`src/rtl/servo_pwm.sv`:
```
// rtl/servo_pwm.sv - servo PWM generator with angle saturation and per-frame slew limit.
module servo_pwm #(
  parameter int PERIOD    = 2000000,
  parameter int MIN_PULSE = 100000,
  parameter int STEP      = 555,
  parameter int MAX_ANGLE = 180,
  parameter int MAX_SLEW  = 2,
  parameter int RESET_POS = 90
) (
  input  logic        clk,
  input  logic        rst,
  input  logic        en,
  input  logic [19:0] ref_in,
  output logic        pwm,
  output logic [7:0]  pos,
  output logic        busy,
  output logic        frame,
  output logic        sat
);

  typedef enum logic [1:0] {S_OFF, S_HIGH, S_LOW} state_t;

  localparam logic [20:0] LP_LAST  = 21'(PERIOD - 1);
  localparam logic [20:0] LP_MIN   = 21'(MIN_PULSE);
  localparam logic [20:0] LP_STEP  = 21'(STEP);
  localparam logic [7:0]  LP_MAX   = 8'(MAX_ANGLE);
  localparam logic [7:0]  LP_SLEW  = 8'(MAX_SLEW);
  localparam logic [7:0]  LP_RPOS  = 8'(RESET_POS);
  localparam logic [20:0] LP_RWID  = LP_MIN + 21'(LP_RPOS) * LP_STEP;

  state_t      r_state;
  logic [20:0] r_cnt;
  logic [20:0] r_width;
  logic [7:0]  r_pos;
  logic        r_pwm;
  logic        r_busy;
  logic        r_frame;
  logic        r_sat;

  logic        w_over;
  logic [7:0]  w_target;
  logic [7:0]  w_up;
  logic [7:0]  w_dn;
  logic [7:0]  w_pos_new;
  logic [20:0] w_width_new;
  logic        w_frame_evt;

  assign w_over   = (|ref_in[19:8]) || (ref_in[7:0] > LP_MAX);
  assign w_target = w_over ? LP_MAX : ref_in[7:0];
  assign w_up     = w_target - r_pos;
  assign w_dn     = r_pos - w_target;

  // Slew of zero means the servo jumps straight to the target.
  always_comb begin
    w_pos_new = r_pos;
    if (MAX_SLEW == 0)
      w_pos_new = w_target;
    else if (w_target > r_pos)
      w_pos_new = r_pos + ((w_up > LP_SLEW) ? LP_SLEW : w_up);
    else if (w_target < r_pos)
      w_pos_new = r_pos - ((w_dn > LP_SLEW) ? LP_SLEW : w_dn);
  end

  assign w_width_new = LP_MIN + 21'(w_pos_new) * LP_STEP;
  assign w_frame_evt = ((r_state != S_OFF) && (r_cnt == LP_LAST)) ||
                       ((r_state == S_OFF) && en);

  always_ff @(posedge clk or posedge rst) begin
    if (rst) begin
      r_state <= S_OFF;
      r_cnt   <= '0;
      r_width <= LP_RWID;
      r_pos   <= LP_RPOS;
      r_pwm   <= 1'b0;
      r_busy  <= 1'b0;
      r_frame <= 1'b0;
      r_sat   <= 1'b0;
    end else begin
      r_frame <= w_frame_evt;
      if (w_frame_evt) begin
        r_pos   <= w_pos_new;
        r_width <= w_width_new;
        r_sat   <= w_over;
        r_busy  <= (w_pos_new != w_target);
        r_cnt   <= '0;
        r_state <= en ? S_HIGH : S_OFF;
        r_pwm   <= en;
      end else begin
        case (r_state)
          S_HIGH: begin
            r_cnt <= r_cnt + 21'd1;
            if (r_cnt == r_width - 21'd1) begin
              r_state <= S_LOW;
              r_pwm   <= 1'b0;
            end
          end
          S_LOW:   r_cnt <= r_cnt + 21'd1;
          default: r_cnt <= '0;
        endcase
      end
    end
  end

  assign pwm   = r_pwm;
  assign pos   = r_pos;
  assign busy  = r_busy;
  assign frame = r_frame;
  assign sat   = r_sat;

endmodule

```
`config.mk`:
```
export PLATFORM = sky130hd
export DESIGN_NAME = servo_pwm
export DESIGN_NICKNAME = d
export VERILOG_FILES = /design/src/rtl/servo_pwm.sv
export SDC_FILE = /design/constraint.sdc
export NUM_CORES = 1
export LEC_CHECK = 0
export ABC_CLOCK_PERIOD_IN_PS = 26900
export CAP_MARGIN = 10
export CORE_ASPECT_RATIO = 0.75
export CORE_MARGIN = 2
export CORE_UTILIZATION = 60
export DETAILED_ROUTE_END_ITERATION = 10
export GPL_ROUTABILITY_DRIVEN = 0
export MAX_ROUTING_LAYER = met4
export PLACE_DENSITY = 0.92
export SLEW_MARGIN = 0
export SYNTH_ARGS = -nofsm -noshare
export SYNTH_HDL_FRONTEND = slang
export SYNTH_SLANG_ARGS = --single-unit
```
`constraint.sdc`:
```
create_clock -name clk -period 26.9 [get_ports clk]
set_clock_uncertainty 0.15 [all_clocks]
set_input_delay 8.07 -clock clk [delete_from_list [all_inputs] [get_ports clk]]
set_output_delay 8.07 -clock clk [all_outputs]
set_load 0.01 [all_outputs]
```
==> key figures <==
STA
  • Setup violators final: 0
  • Rel. slew slack: 33.0%
  • Final period utilization: a little over two thirds
  • Setup Total Neg Slack: 0 ns
  • Final worst path period need: 18.74 ns
  • Max Fclk: 0.0534 GHz
  • RSZ-0062 raised after global routing: no
  • Final WS setup: 8.16 ns
  • Hold Slack: 0.317 ns
  • Worst-margin pin slew: ~1 ns
  • Max Slew Vio Count: 0
  • Fin. Hold Viols: 0

Synthesis
  • Fraction of registers with async set/reset: 100%
  • Number of enable flip-flop cells after synthesis: 0
  • Post-synthesis sequential area ratio: approximately a fifth
  • Mapped Cells: 759
  • Distinct cells, synth: about 80
  • Synth warn: 0
  • Syn Std Cell Area: 6210 µm²
  • Dominant synthesized flop cell: dfrtp_1
  • Avg Inst Size Synth: about 8.2 µm²
  • Register bit total from synthesis: 52

Drt
  • WL met2: 7000 µm
  • Post-DRT Antenna Nets: 0
  • Top Layer Used: met4
  • Routed wire length: about 16,000 µm
  • DR vias: 5,829
  • Drt first pass iters: 5
  • Vias per cell: between 6 and 7
  • Detailed-route wire length per cell: between 15 and 20 µm
  • DRT met1 WL: 7330 µm
  • Metal3 WL: 1770 µm
  • Initial DRC Count: 583
  • Residual DRC: 0

Worst setup path
  • Critical Path RT: around 27 ns
  • Startpoint types: input port
  • Kind of critical path: input port to flip-flop
  • CP Launch Point: ref_in[17]
  • Crit-path max FO: 10
  • Slowest library cell on the worst path: o31ai_1
  • CP Capture Type: flip-flop
  • RR Startpoint: pos[4]
  • Critical path's largest stage delay: 0.66 ns
  • Top cell by count, worst path: inv_1
  • Arr. time, crit path: 18.76 ns

Clock network
  • H-tree levels: 2
  • Resized Gates After CTS: 0
  • Clock slew at reported path FFs: 0.07 ns
  • CTS tree: yes
  • CTS root buffer: clkbuf_16
  • Clock Latency Late Sink: 0.30 ns
  • CTS Buf Count: 5
  • CTS Buffer Depth: 2
  • Post-CTS Hold Buffers: 0
  • Postcts setup bufs: 0
  • Clock sinks: 52

Finish
  • Fillers: 796
  • Proportion of layout cells with a drive suffix above 1: 6.33%
  • N_diodes: 0
  • Most frequent cells in the layout: ha_1, nand2_1, inv_1
  • Final nets: 899
  • Final cell count without fillers: just over 900
  • Layout area overhead: 10.4%
  • Most common cell after layout, fill and taps aside: ha_1

Min path
  • Hold path start: r_width[5]
  • Hold Crit Class: flip-flop to flip-flop

Global route
  • Antenna violations before repair: 0
  • Gr ovfl total: 0
  • Total Routing Usage GR: 30.7%
  • Largest net degree at the start of global routing: 53
  • Number of global-route vias before repair: 5,517
  • First-pass GRT wire length: roughly 27,000 µm

Status
  • Outcome: finished clean

Floorplanning
  • DIE AREA: 11,200 µm²
  • I/O pin count: 35
  • Cell Rows: 32
  • Die X: 121 µm
  • Die Span Y: 92.1 µm
  • Starting density of the core: between 60% and 70%
  • Core area: 10,200 µm²

Place
  • Cells after DPL: 918
  • Setup WS pre-CTS: 8.15 ns
  • Count of input and output buffers: 34
  • Hpwl dp: 12,500 µm

Run
  • Max-cap violations: 0
-- routing by layer --
metal | vias to the layer above | global-route usage, %
met5 | - | -
met4 | 0 | 6.70
met3 | 23 | 7.46
met2 | 298 | 45.6
met1 | 2773 | 42.6
li1 | 2735 | -
-- final timing paths --
check                      cells after the start           to  slack, ns
min in group asynchronous                      3     r_cnt[4]       8.12
max in group asynchronous                      3  r_width[12]      18.01
hold reg to reg                                2   r_width[5]       0.32
setup reg to reg                              35  r_width[18]      17.20
setup / recovery                              37  r_width[18]       8.16
hold / removal                                 2   r_width[5]       0.32
-- synth_stat cells, drive strengths merged, types with 10 or more instances --
cell type | n | share of area [%]
a21oi | 54 | 4.4
or3 | 15 | 1.6
nor2b | 10 | 1.0
dfstp | 14 | 5.9
fa | 15 | 4.8
nand3 | 19 | 1.5
xor2 | 21 | 3.0
clkbuf | 20 | 1.2
dfrtp | 38 | 15
ha | 72 | 15
inv | 67 | 4.0
xnor2 | 50 | 7.2
nor2 | 64 | 3.9
a21o | 15 | 1.8
nand2 | 67 | 4.0
nor3 | 20 | 1.6
o21ai | 28 | 2.3
-- worst max-delay path: cells and delay by family --
kind,cells,cell delay [ns]
compound gates,11,3.58
fa+ha+maj,8,2.89
buf+inv,6,0.81
simple gates,12,3.39
-- cell type report --
class	instances	area [µm²]	share of cell area [%]
clock buffer	6	129	1.88
clock inverter	2	38.8	0.565
inverter	67	251	3.67
multi-input combinational	625	4580	66.8
sequential	52	1320	19.2
tap	136	170	2.48
timing repair buffer	38	370	5.40
-- flip-flops by register name, indices dropped and copies added (netlist names) --
signal and flops:
frame 1, pos 8, r_cnt 21, r_width 18
sat 1, r_state 2, busy 1
-- stage by stage --
stage	cell area (µm²)	util, %
floorplan	6250	-
global placement	6690	65.8
detailed placement	6690	65.8
CTS	6860	67.4
global route	6860	67.4
finish	6860	67.4
-- cells by family (layout without fill, tap and decap cells) --
kind of cell / Yosys count / in the layout / synth area share [%]
compound gates: 182 / 182 / 20.0
xor+xnor: 71 / 71 / 10.1
fa+ha+maj: 90 / 90 / 19.8
buf+inv: 91 / 113 / 5.58
flops: 52 / 52 / 21.2
mux: 11 / 11 / 1.81
other cells: 2 / 11 / 0.121
simple gates: 260 / 260 / 21.3
Power is left out: the tool's default activity adds up to more than one toggle a clock period on the data nets, which glitch-free logic cannot reach.
